### src/rtl/vga.svh
// vga.svh: shared VGA display geometry and coordinate widths
`ifndef VGA_SVH
`define VGA_SVH
`define H_DISPLAY 640
`define V_DISPLAY 480
`define H_SIZE 10
`define V_SIZE 10
`endif

### src/rtl/vga_rect_fill_pkg.sv
// vga_rect_fill_pkg: coordinate types and visible-area limits for the fill engine
`include "vga.svh"
package vga_rect_fill_pkg;
   typedef logic [`H_SIZE-1:0] hpos_t;
   typedef logic [`V_SIZE-1:0] vpos_t;
   localparam hpos_t X_LAST = hpos_t'(`H_DISPLAY - 1);
   localparam vpos_t Y_LAST = vpos_t'(`V_DISPLAY - 1);
   typedef struct packed {
      hpos_t xmin;
      hpos_t xmax;
      vpos_t ymin;
      vpos_t ymax;
   } rect_t;
endpackage

### src/rtl/vga_rect_clip.sv
// vga_rect_clip: orders rectangle corners and clamps the far edges to the screen
`include "vga.svh"
module vga_rect_clip
   import vga_rect_fill_pkg::*;
(
   input  logic [`H_SIZE-1:0] x0,
   input  logic [`H_SIZE-1:0] x1,
   input  logic [`V_SIZE-1:0] y0,
   input  logic [`V_SIZE-1:0] y1,
   output rect_t              r,
   output logic               off_screen
);
   hpos_t xhi;
   vpos_t yhi;
   // near edges are plain minimums; far edges are clamped to the last visible pixel
   always_comb begin
      r = '0;
      xhi = (x0 < x1) ? x1 : x0;
      yhi = (y0 < y1) ? y1 : y0;
      r.xmin = (x0 < x1) ? x0 : x1;
      r.ymin = (y0 < y1) ? y0 : y1;
      r.xmax = (xhi > X_LAST) ? X_LAST : xhi;
      r.ymax = (yhi > Y_LAST) ? Y_LAST : yhi;
      off_screen = (r.xmin > X_LAST) || (r.ymin > Y_LAST);
   end
endmodule

### src/rtl/vga_rect_fill.sv
// vga_rect_fill: writes a solid rectangle to the frame buffer in raster order
`include "vga.svh"
module vga_rect_fill
   import vga_rect_fill_pkg::*;
#(
   parameter int RGB_SIZE = 12,
   parameter int AVS_DW   = 16
) (
   input  logic                sys_clk,
   input  logic                sys_rst,
   input  logic                cmd_valid,
   output logic                cmd_ready,
   input  logic [`H_SIZE-1:0]  cmd_x0,
   input  logic [`H_SIZE-1:0]  cmd_x1,
   input  logic [`V_SIZE-1:0]  cmd_y0,
   input  logic [`V_SIZE-1:0]  cmd_y1,
   input  logic [RGB_SIZE-1:0] cmd_color,
   output logic                src_write,
   output logic [`H_SIZE-1:0]  src_x,
   output logic [`V_SIZE-1:0]  src_y,
   output logic [AVS_DW-1:0]   src_writedata,
   input  logic                src_rdy,
   output logic                busy,
   output logic                done,
   output logic [18:0]         pix_count
);
   typedef enum logic [1:0] {IDLE, SETUP, FILL, DONE} state_t;
   state_t state_q, state_d;
   hpos_t x0_q, x0_d, x1_q, x1_d, xmin_q, xmin_d, xmax_q, xmax_d, src_x_q, src_x_d;
   vpos_t y0_q, y0_d, y1_q, y1_d, ymax_q, ymax_d, src_y_q, src_y_d;
   logic [RGB_SIZE-1:0] color_q, color_d;
   logic [18:0] pix_count_q, pix_count_d;
   rect_t clip_r;
   logic clip_off;
   vga_rect_clip u_clip (
      .x0(x0_q),
      .x1(x1_q),
      .y0(y0_q),
      .y1(y1_q),
      .r(clip_r),
      .off_screen(clip_off)
   );
   assign cmd_ready     = state_q == IDLE;
   assign busy          = (state_q == SETUP) || (state_q == FILL);
   assign done          = state_q == DONE;
   assign src_write     = state_q == FILL;
   assign src_x         = src_x_q;
   assign src_y         = src_y_q;
   assign src_writedata = AVS_DW'(color_q);
   assign pix_count     = pix_count_q;
   // capture command, latch clipped bounds, then walk the raster one accepted write at a time
   always_comb begin
      state_d = state_q;
      x0_d = x0_q;
      x1_d = x1_q;
      y0_d = y0_q;
      y1_d = y1_q;
      color_d = color_q;
      xmin_d = xmin_q;
      xmax_d = xmax_q;
      ymax_d = ymax_q;
      src_x_d = src_x_q;
      src_y_d = src_y_q;
      pix_count_d = pix_count_q;
      case (state_q)
         IDLE: if (cmd_valid) begin
            state_d = SETUP;
            x0_d = cmd_x0;
            x1_d = cmd_x1;
            y0_d = cmd_y0;
            y1_d = cmd_y1;
            color_d = cmd_color;
         end
         SETUP: begin
            state_d = clip_off ? DONE : FILL;
            xmin_d = clip_r.xmin;
            xmax_d = clip_r.xmax;
            ymax_d = clip_r.ymax;
            src_x_d = clip_r.xmin;
            src_y_d = clip_r.ymin;
            pix_count_d = '0;
         end
         FILL: if (src_rdy) begin
            pix_count_d = pix_count_q + 19'd1;
            if (src_x_q != xmax_q) src_x_d = src_x_q + 1'b1;
            else if (src_y_q != ymax_q) begin
               src_x_d = xmin_q;
               src_y_d = src_y_q + 1'b1;
            end else state_d = DONE;
         end
         default: state_d = IDLE;
      endcase
   end
   // state and datapath registers, cleared asynchronously so reset aborts a fill at once
   always_ff @(posedge sys_clk or posedge sys_rst) begin
      if (sys_rst) begin
         state_q <= IDLE;
         x0_q <= '0;
         x1_q <= '0;
         y0_q <= '0;
         y1_q <= '0;
         color_q <= '0;
         xmin_q <= '0;
         xmax_q <= '0;
         ymax_q <= '0;
         src_x_q <= '0;
         src_y_q <= '0;
         pix_count_q <= '0;
      end else begin
         state_q <= state_d;
         x0_q <= x0_d;
         x1_q <= x1_d;
         y0_q <= y0_d;
         y1_q <= y1_d;
         color_q <= color_d;
         xmin_q <= xmin_d;
         xmax_q <= xmax_d;
         ymax_q <= ymax_d;
         src_x_q <= src_x_d;
         src_y_q <= src_y_d;
         pix_count_q <= pix_count_d;
      end
   end
endmodule

### config.mk
export PLATFORM = sky130hd
export DESIGN_NAME = vga_rect_fill
export DESIGN_NICKNAME = d
export VERILOG_FILES = /design/src/rtl/vga_rect_fill_pkg.sv /design/src/rtl/vga_rect_clip.sv /design/src/rtl/vga_rect_fill.sv
export VERILOG_INCLUDE_DIRS = /design/src /design/src/rtl
export SDC_FILE = /design/constraint.sdc
export NUM_CORES = 1
export LEC_CHECK = 0
export CORE_MARGIN = 8
export CORE_UTILIZATION = 45
export DETAILED_ROUTE_END_ITERATION = 8
export PLACE_DENSITY = 0.75
export RECOVER_POWER = 50
export SLEW_MARGIN = 15
export SYNTH_ARGS = -nofsm -noshare
export SYNTH_HDL_FRONTEND = slang
export SYNTH_HIERARCHICAL = 1
export SYNTH_SLANG_ARGS = --single-unit
### constraint.sdc
create_clock -name sys_clk -period 6 [get_ports sys_clk]
set_clock_uncertainty 0.1 [all_clocks]
set_input_delay 1.2 -clock sys_clk [delete_from_list [all_inputs] [get_ports sys_clk]]
set_output_delay 1.2 -clock sys_clk [all_outputs]
set_load 0.005 [all_outputs]
==> summary.md, run 1 <==
| Metric | Value |
|---|---|
| Final HPWL DP | `approximately 12,000 um` |
| CTS Buf Count | `17` |
| Synth-to-Final Area Change | `26.5%` |
| FFs w/ async S/R, synth | `1.00` |
| Post-DP Area | `roughly 8200 um2` |
| Post-synthesis cell type count | `57` |
| CTS sink cnt | `123` |
| Fraction of layout cells with a size suffix above 1 | `0.190` |
| Worst EP arrival | `4300 ps` |
| Hold WS | `a little under 400 ps` |
| Slowest CP cell | `clkbuf_1` |
| Switching share of power | `0.391` |
| Crit Path Max Fanout | `52` |
| Cell Chain, Critical Path | `dlygate4sd3_1, nand2_2, clkbuf_1, mux2_2` |
| Seq/Total Area, Yosys | `0.443` |
| CP Class | `in2reg` |
| Core box area | `~15,000 um2` |
| Outcome | `finished, violations left` |
| Main synth FF type | `dfrtp_1` |
| Grt total ovfl | `0` |
| Diodes inserted | `0` |
| Hold path startpoint | `color_q[0]$_DFFE_PP0P_` |
| Design area | `slightly below 9000 um2` |
| GP Congestion | `around 0.85` |
| Final Setup Violations | `0` |
| Leak | `between 3 and 4 nW` |
| Hold Path Cell Cnt | `1` |
| DRC | `0` |
| Combinational power share | `0.506` |
| Worst r2r src | `state_q[0]$_DFFE_PP0P_` |
| Clock power share | `0.200` |
| Final worst slack | `1880 ps` |
| Die Area | `19,700 um2` |
| Min-Delay Path Class | `reg2reg` |
| Mean Syn Cell Area | `between 10 and 15 um2` |
| Routed Antenna Nets | `0` |
| Synth top cells by count | `dfrtp_1 (123), mux2_2 (99), nor2_1 (54), inv_1 (35), a21oi_1 (32)` |
| Post_cts resized | `0` |
| Hold_buf cts | `0` |
| DP Cell Count | `roughly 930` |
| Area leader, netlist | `dfrtp_1` |
| Measured slew at the worst slew-check pin | `2760 ps` |
| Via Count | `between 5,000 and 6,000` |
| Die width | `140 um` |
| Register-to-Register Path Depth | `5` |
| Max-slew violations | `150` |
| # Post-CTS Setup Buffers | `0` |
| Final Cycle Share | `0.686` |
| Switching pwr | `~0.0021 W` |
| WL per Instance | `about 18 um` |
| Fin. Hold Viols | `0` |
| CP max stage delay | `about 1900 ps` |
| Reg2reg setup slack | `between 2000 and 3000 ps` |
| Post-synth EDFFs | `0` |
| Total wire length | `~17,000 um` |
| Setup tns final | `0 ps` |
| Non-Filler Instances | `between 900 and 1,000` |
| Crit. End Element | `flop` |
| IO Pins | `~120` |
| Buffers added on ports | `110` |
| Site row count | `45` |
| P_int | `about 0.0033 W` |
| Fmax | `between 0.2 and 0.25 GHz` |
| Max Buffers Root-to-Sink | `2` |
| Slew HR | `-0.839` |
| Drt first pass iters | `5` |
| Synthesized area | `roughly 7000 um2` |
| Synth top area share | `0.443` |
| All-layer global routing usage | `0.174` |
| Power per cell area | `~620 nW/um2` |
| Vias in the first global route | `around 5,500` |
| First-pass GRT wire length | `~28,000 um` |
| Largest net degree at the start of global routing | `66` |
| FF-to-FF End | `y0_q[2]$_DFFE_PP0P_` |
| WP data required | `around 6200 ps` |
| Clock Pin Slew Worst Setup and Hold Paths | `around 50 ps` |
| Critical path launch point type | `primary input` |
| Clk root buf | `clkbuf_16` |
| Failing checks | `max-capacitance violations, max-slew violations` |
| Synthesized instance count | `around 650` |
| Die Y | `roughly 140 um` |
| FF+latch count, synth | `123` |
| Hold endpoint | `color_q[0]$_DFFE_PP0P_` |
| Layout Nets | `837` |
| Yosys warning count | `6` |
| Drt initial violations | `549` |
| Via density | `~5.7` |
| H-tree depth | `4` |
| Top-count cell post-synth | `dfrtp_1` |
| Peak supply drop | `between 0.2 and 0.3 mV` |
| Period minus WS final | `~4100 ps` |
| Synth area leaders | `dfrtp_1 (44%), mux2_2 (16%), ha_1 (4.5%)` |
| MaxCap Viol Count | `3` |
| Initial Util | `0.458` |
| Initial antenna violation count | `0` |
| Setup WS pre-CTS | `between 2000 and 2500 ps` |
| RSZ-0062 raised after global routing | `no` |
| Skew-Pair Late Insertion Delay | `about 410 ps` |
| Reg power frac | `0.294` |
| CTS tree | `yes` |
==> power by group through the flow <==
| stage | registers (W) | clock network (W) | logic (W) |
|---|---|---|---|
| 3_3_place_gp | 0.00158 | 0 | 0.00262 |
| 2_1_floorplan | 0.00148 | 0 | 0.00202 |
| 5_1_grt | 0.00165 | 0.00114 | 0.00303 |
| 6_report | 0.00160 | 0.00108 | 0.00275 |
| 4_1_cts | 0.00159 | 0.00110 | 0.00275 |
| 3_5_place_dp | 0.00160 | 0 | 0.00272 |
==> critical path: cells and delay by family <==
| family | cells | cell delay [ps] |
|---|---|---|
| and+or+nand+nor | 1 | 80 |
| muxes | 1 | 480 |
| buffers and inverters | 2 | 2500 |
==> metal layers <==
metal / part of all wire / global-route usage / wire, um
met1: 0.44 / 0.217 / 7360
met4: 0.014 / 0.0600 / 237
met2: 0.47 / 0.276 / 7920
met5: 0 / 0 / 0
met3: 0.079 / 0.0601 / 1330
==> through the flow <==
stage	power [W]	util
after floorplan	0.00350	-
after global placement	0.00420	0.539
after detailed placement	0.00432	0.539
after CTS	0.00545	0.581
after global routing	0.00583	0.580
final	0.00543	0.580
==> worst max-delay path by stage <==
stage / cells after the start / to / start
4_1_cts: 4 / src_write / state_q[0]$_DFFE_PP0P_
3_5_place_dp: 7 / pix_count[17]$_DFFE_PP0P_ / src_rdy
5_1_grt: 3 / src_x[3]$_DFFE_PP0P_ / sys_rst
6_report: 4 / y0_q[2]$_DFFE_PP0P_ / cmd_valid
3_3_place_gp: 7 / pix_count[17]$_DFFE_PP0P_ / src_rdy
2_1_floorplan: 1 / color_q[0]$_DFFE_PP0P_ / sys_rst
==> area by class of cell <==
| cell class | instances | area [um2] |
|---|---|---|
| Clock inverter | 7 | 138 |
| Sequential cell | 123 | 3080 |
| Tap cell | 188 | 235 |
| Inverter | 36 | 136 |
| Fill cell | 1224 | 6360 |
| Timing Repair Buffer | 116 | 1140 |
| Multi-Input combinational cell | 462 | 3570 |
| Clock buffer | 23 | 488 |
==> cell usage in the layout (no fill, tap or decap), types with 5 or more instances in the layout <==
| master | n |
|---|---|
| nand3_1 | 31 |
| o21ai_0 | 22 |
| nand4_1 | 13 |
| conb_1 | 5 |
| a211oi_1 | 6 |
| nand2_1 | 23 |
| inv_1 | 34 |
| clkdlybuf4s50_1 | 82 |
| ha_1 | 25 |
| nor3_1 | 15 |
| clkbuf_16 | 17 |
| dlygate4sd3_1 | 28 |
| a21oi_1 | 32 |
| nor2_1 | 54 |
| and3_1 | 6 |
| dfrtp_1 | 123 |
| or3_1 | 6 |
| mux2i_1 | 17 |
| o211ai_1 | 5 |
| o22ai_1 | 11 |
| xnor2_1 | 11 |
| xor2_1 | 31 |
| mux2_2 | 99 |
==> registers in the layout, indices dropped and copies added (netlist names) <==
signal	count
color_q	12
pix_count	19
src_x	10
src_y	10
state_q	2
x0_q	10
x1_q	10
xmax_q	10
xmin_q	10
y0_q	10
y1_q	10
ymax_q	10
==> logic make-up (layout without fill, tap and decap cells) <==
logic type | count (synthesis) | count (layout) | synth area share
xor+xnor | 43 | 43 | 0.0553
compound gates | 97 | 97 | 0.0887
flops | 123 | 123 | 0.443
fa+ha+maj | 25 | 25 | 0.0451
mux | 119 | 119 | 0.192
simple gates | 173 | 173 | 0.130
other cells | 2 | 5 | 0.00108
buf+inv | 72 | 182 | 0.0443
No activity file was read; power rests on OpenSTA's default activity.
==> run 2, diff against run 1 <==
- clock period: 6 -> 3.9 ns (I/O delays scaled with it)
==> summary.md, run 2 (same netlist as run 1, synthesis figures left out) <==
| Metric | Value |
|---|---|
| Outcome | `finished, violations left` |
| Failing checks | `max-capacitance violations, max-slew violations` |
| Number of flip-flops in the largest register | `19` |
| Reg2reg setup slack | `530 ps` |
| Crit Path Max Fanout | `36` |
| Skew-Pair Late Insertion Delay | `roughly 410 ps` |
| Final worst slack | `530 ps` |
| Crit path capture | `src_y[3]$_DFFE_PP0P_` |
| Final Cycle Share | `0.864` |
| Total wire length | `16,900 um` |
| CTS tree | `yes` |
| Top cell by count, worst path | `nand2_1` |
| Period minus WS final | `3370 ps` |
| Via Count | `approximately 5,400` |
| Initial antenna violation count | `1` |
| # Post-CTS Setup Buffers | `0` |
| Setup WS pre-CTS | `just over 700 ps` |
| H-tree depth | `4` |
| Utilization after layout | `0.583` |
| Drt first pass iters | `5` |
| Buf+Inv Stages, Crit Path | `2` |
| Commonest non-fill, non-tap cell in the layout | `dfrtp_1` |
| Cell Chain, Critical Path | `inv_1, ha_1, clkbuf_1, nand2_1, nand2_1, a22oi_1` |
| Peak supply drop | `around 0.49 mV` |
| Overall Power | `around 0.0085 W` |
| Site row count | `between 40 and 50` |
| Fin. Hold Viols | `0` |
| CTS sink cnt | `~120` |
| CP max stage delay | `between 1000 and 1500 ps` |
| CP Class | `reg2reg` |
| Hold WS | `around 410 ps` |
| Commonest non-fill, non-tap cells in the layout | `dfrtp_1 (123), clkdlybuf4s50_1 (108), mux2_2 (99)` |
| Vias in the first global route | `~5,500` |
| Die Y | `140 um` |
| Initial Util | `0.458` |
| CTS Buf Count | `17` |
| Hold_buf cts | `0` |
| Register-to-Register Path Depth | `6` |
| WP data required | `approximately 4000 ps` |
| Die Area | `19,700 um2` |
| Clock Pin Slew Worst Setup and Hold Paths | `approximately 60 ps` |
| IO Pins | `roughly 120` |
| Final HPWL DP | `12,100 um` |
| Post_cts resized | `0` |
| Crit path launch | `state_q[1]$_DFFE_PP0P_` |
| Max Buffers Root-to-Sink | `2` |
| WL per Instance | `17.6 um` |
| Worst EP arrival | `about 3600 ps` |
| Min-Delay Path Class | `reg2reg` |
| Via density | `5.66` |
| Leak | `~3.7 nW` |
| Fmax | `approximately 0.30 GHz` |
| Critical path launch point type | `flop` |
| Slowest CP cell | `clkbuf_1` |
| Core box area | `~15,000 um2` |
| Setup tns final | `0 ps` |
| CP top delay family | `buffers and inverters` |
| Drt initial violations | `480` |
| Slew HR | `-0.312` |
| Crit. End Element | `flop` |
| RSZ-0062 raised after global routing | `no` |
| Max-slew violations | `~160` |
| Diodes inserted | `0` |
| Power per cell area | `961 nW/um2` |
| WP depth | `6` |
| Buffers added on ports | `between 100 and 150` |
| Largest net degree at the start of global routing | `between 100 and 150` |
| Worst r2r src | `state_q[1]$_DFFE_PP0P_` |
| Die width | `around 140 um` |
| GP Congestion | `about 0.93` |
| All-layer global routing usage | `0.176` |
| Final Setup Violations | `0` |
| First-pass GRT wire length | `between 20,000 and 30,000 um` |
| Grt total ovfl | `0` |
| Measured slew at the worst slew-check pin | `1970 ps` |
| FF-to-FF End | `src_y[3]$_DFFE_PP0P_` |
| Synth-to-Final Area Change | `27.1%` |
| DRC | `0` |
| Layout Nets | `around 840` |
| Routed Antenna Nets | `0` |
| Fraction of layout cells with a size suffix above 1 | `0.196` |
| MaxCap Viol Count | `2` |
| # fillers | `between 1,000 and 1,500` |
| Clk root buf | `clkbuf_16` |
run 2: power breakdown:
group / switching (W) / leakage (nW) / internal, W
Sequential: 0.000611 / 1.47 / 0.00184
Combinational: 0.00214 / 1.93 / 0.00214
Clock: 0.000577 / 0.312 / 0.00116
Total: 0.00333 / 3.71 / 0.00515
run 2: through the flow:
step	cell area, um2	std cells
after detailed placement	8180	925
after CTS	8840	957
after global placement	8180	925
after floorplan	6960	657
after global routing	8820	957
final	8820	957
run 2: area by class of cell:
| class | count | area [um2] | share of cell area |
|---|---|---|---|
| Multi-Input combinational cell | 462 | 3580 | 0.405 |
| Sequential cell | 123 | 3080 | 0.349 |
| Timing Repair Buffer | 116 | 1140 | 0.129 |
| Clock buffer | 20 | 447 | 0.0506 |
| Tap cell | 188 | 235 | 0.0267 |
| Clock inverter | 12 | 209 | 0.0237 |
| Inverter | 36 | 139 | 0.0157 |
run 2: worst min-delay path by stage:
stage | startpoint | end | slack, ps | cells after the start
3_3_place_gp | xmin_q[2]$_DFFE_PP0N_ | xmin_q[2]$_DFFE_PP0N_ | 390 | 1
3_5_place_dp | color_q[9]$_DFFE_PP0P_ | color_q[9]$_DFFE_PP0P_ | 390 | 1
4_1_cts | color_q[11]$_DFFE_PP0P_ | color_q[11]$_DFFE_PP0P_ | 410 | 1
6_report | color_q[10]$_DFFE_PP0P_ | color_q[10]$_DFFE_PP0P_ | 410 | 1
5_1_grt | color_q[11]$_DFFE_PP0P_ | color_q[11]$_DFFE_PP0P_ | 410 | 1
2_1_floorplan | xmin_q[7]$_DFFE_PP0N_ | xmin_q[7]$_DFFE_PP0N_ | 380 | 1
run 2: metal layers:
layer,share of wire,routed length (um),track usage
met1,0.44,7360,0.213
met2,0.47,7940,0.285
met3,0.074,1240,0.0615
met4,0.018,307,0.0629
met5,0.00059,10,0
==> run 3, diff against run 2 <==
- PLACE_DENSITY: 0.75 -> 0.76
- SYNTH_HIERARCHICAL: 1 -> unset
==> summary.md, run 3 <==
| Metric | Value |
|---|---|
| Register-to-Register Path Depth | `8` |
| Sequential standard cell area | `slightly above 3000 um2` |
| Worst EP arrival | `3200 ps` |
| Fin. Hold Viols | `0` |
| Slowest CP cell | `clkbuf_4` |
| DRC | `0` |
| Post-synthesis cell type count | `between 40 and 50` |
| Final Cycle Share | `0.773` |
| Hold endpoint | `color_q[4]$_DFFE_PP0P_` |
| Via density | `around 5.5` |
| Switching share of power | `0.396` |
| Fraction of layout cells with a size suffix above 1 | `0.154` |
| Switching pwr | `between 0.003 and 0.004 W` |
| MaxCap Viol Count | `0` |
| Synth top area share | `0.469` |
| Reg power frac | `0.312` |
| # Post-CTS Setup Buffers | `0` |
| Site row count | `44` |
| Clock Pin Slew Worst Setup and Hold Paths | `about 50 ps` |
| Initial Util | `0.457` |
| Clk root buf | `clkbuf_16` |
| FF+latch count, synth | `about 120` |
| Period minus WS final | `about 3000 ps` |
| Max Buffers Root-to-Sink | `2` |
| Clock power share | `0.201` |
| Worst r2r src | `y1_q[5]$_DFFE_PP0P_` |
| # fillers | `approximately 1,200` |
| CP Class | `in2async` |
| First-pass GRT wire length | `25,600 um` |
| Main synth FF type | `dfrtp_1` |
| Max-slew violations | `0` |
| CTS tree | `yes` |
| CTS sink cnt | `~120` |
| Commonest non-fill, non-tap cells in the layout | `dfrtp_1 (123), clkdlybuf4s50_1 (109), mux2_2 (69)` |
| Die width | `between 100 and 150 um` |
| Via Count | `5,192` |
| Non-Filler Instances | `about 950` |
| Buffers added on ports | `110` |
| Seq/Total Area, Yosys | `0.469` |
| Die Y | `~140 um` |
| Hold path startpoint | `color_q[4]$_DFFE_PP0P_` |
| DP Cell Count | `roughly 920` |
| CP top delay family | `buffers and inverters` |
| Combinational power share | `0.487` |
| Synth top cells by count | `dfrtp_1 (123), mux2_2 (69), nor2_1 (66), a21oi_1 (61), nand2_1 (42)` |
| Min-Delay Path Class | `reg2reg` |
| Commonest non-fill, non-tap cell in the layout | `dfrtp_1` |
| Total wire length | `~16,000 um` |
| Diodes inserted | `0` |
| P_int | `~0.0047 W` |
| WL per Instance | `between 15 and 20 um` |
| Reg2reg setup slack | `between 900 and 1000 ps` |
| Drt first pass iters | `5` |
| GP Congestion | `0.850` |
| Routed Antenna Nets | `0` |
| Hold_buf cts | `0` |
| Synth area leaders | `dfrtp_1 (47%), mux2_2 (12%), ha_1 (5.0%)` |
| Final HPWL DP | `around 11,000 um` |
| Initial antenna violation count | `0` |
| Post-synth EDFFs | `0` |
| Die Area | `18,700 um2` |
| FF-to-FF End | `ymax_q[5]$_DFFE_PP0P_` |
| Overall Power | `~0.0077 W` |
| Outcome | `completed` |
| Final Setup Violations | `0` |
| Setup WS pre-CTS | `905 ps` |
| Post_cts resized | `0` |
| IO Pins | `between 100 and 150` |
| FFs w/ async S/R, synth | `1.00` |
| Top-count cell post-synth | `dfrtp_1` |
| All-layer global routing usage | `0.172` |
| Skew-Pair Late Insertion Delay | `roughly 420 ps` |
| Fmax | `0.332 GHz` |
| Power per cell area | `about 920 nW/um2` |
| Synthesized instance count | `around 650` |
| Drt initial violations | `312` |
| Area leader, netlist | `dfrtp_1` |
| Grt total ovfl | `0` |
| Synth-to-Final Area Change | `27.6%` |
| Vias in the first global route | `~5,000` |
| Leak | `about 3.6 nW` |
| Buf+Inv Stages, Crit Path | `3` |
| Setup tns final | `0 ps` |
| CP max stage delay | `between 1000 and 1500 ps` |
| Slew HR | `0.0715` |
| Mean Syn Cell Area | `between 10 and 15 um2` |
| Layout Nets | `about 840` |
| Core box area | `between 10,000 and 15,000 um2` |
| Multi-input logic area | `roughly 3200 um2` |
| CTS Buf Count | `17` |
| H-tree depth | `4` |
| Largest net degree at the start of global routing | `103` |
| WP data required | `between 4000 and 5000 ps` |
| Synthesized area | `approximately 6600 um2` |
| Crit Path Max Fanout | `between 100 and 150` |
| Utilization after layout | `0.583` |
| RSZ-0062 raised after global routing | `no` |
| Hold Path Cell Cnt | `1` |
| Peak supply drop | `approximately 0.47 mV` |
| Crit. End Element | `asynchronous set/reset pin` |
| Yosys warning count | `0` |
| Number of flip-flops in the largest register | `19` |
| Final worst slack | `a little under 900 ps` |
| Critical path launch point type | `primary input` |
| Measured slew at the worst slew-check pin | `roughly 1400 ps` |
| Cell Chain, Critical Path | `dlygate4sd3_1, clkinvlp_2, clkbuf_4` |
==> run 3: worst max-delay path by stage <==
stage	start	endpoint	slack, ps	depth (start not counted)
after CTS	y1_q[5]$_DFFE_PP0P_	ymax_q[5]$_DFFE_PP0P_	980	8
after detailed placement	src_rdy	pix_count[15]$_DFFE_PP0P_	900	7
final	sys_rst	src_x[8]$_DFFE_PP0P_	890	3
after global placement	src_rdy	pix_count[15]$_DFFE_PP0P_	1000	7
after global routing	sys_rst	color_q[6]$_DFFE_PP0P_	430	3
after floorplan	sys_rst	color_q[0]$_DFFE_PP0P_	1510	1
==> run 3: cell type report <==
class / count / area share
clock buffer: 20 / 0.0557
clock inverter: 12 / 0.0145
inverter: 28 / 0.0127
multi-input combinational: 467 / 0.385
sequential: 123 / 0.367
tap: 184 / 0.0275
timing repair buffer: 117 / 0.137
==> run 3: through the flow <==
step                cell area (um2)  hold WS, ps
floorplan                      6580          370
global placement               7820          372
global route                   8380          414
CTS                            8410          406
finish                         8380          402
detailed placement             7820          397
==> run 3: power groups by stage <==
| stage | logic [W] | clock network (W) | registers [W] |
|---|---|---|---|
| 6_report | 0.00377 | 0.00155 | 0.00241 |
| 5_1_grt | 0.00418 | 0.00164 | 0.00249 |
| 4_1_cts | 0.00379 | 0.00157 | 0.00241 |
| 3_5_place_dp | 0.00376 | 0 | 0.00242 |
| 3_3_place_gp | 0.00363 | 0 | 0.00239 |
| 2_1_floorplan | 0.00273 | 0 | 0.00228 |
==> run 3: metal layers <==
metal / vias up / track usage / wire (um)
li1: 2503 / - / -
met1: 2533 / 0.216 / 7020
met2: 136 / 0.269 / 7290
met3: 20 / 0.0580 / 1110
met4: 0 / 0.0706 / 268
met5: - / 0 / 0
==> run 3: cell families after synthesis <==
logic type                 synth area share
AOI/OAI and AO/OA                     0.121
buffers and inverters                0.0417
xor gates and xnor gates             0.0387
DFF                                   0.469
and+or+nand+nor                       0.128
adders and majority gates            0.0495
other                              0.000571
muxes                                 0.152
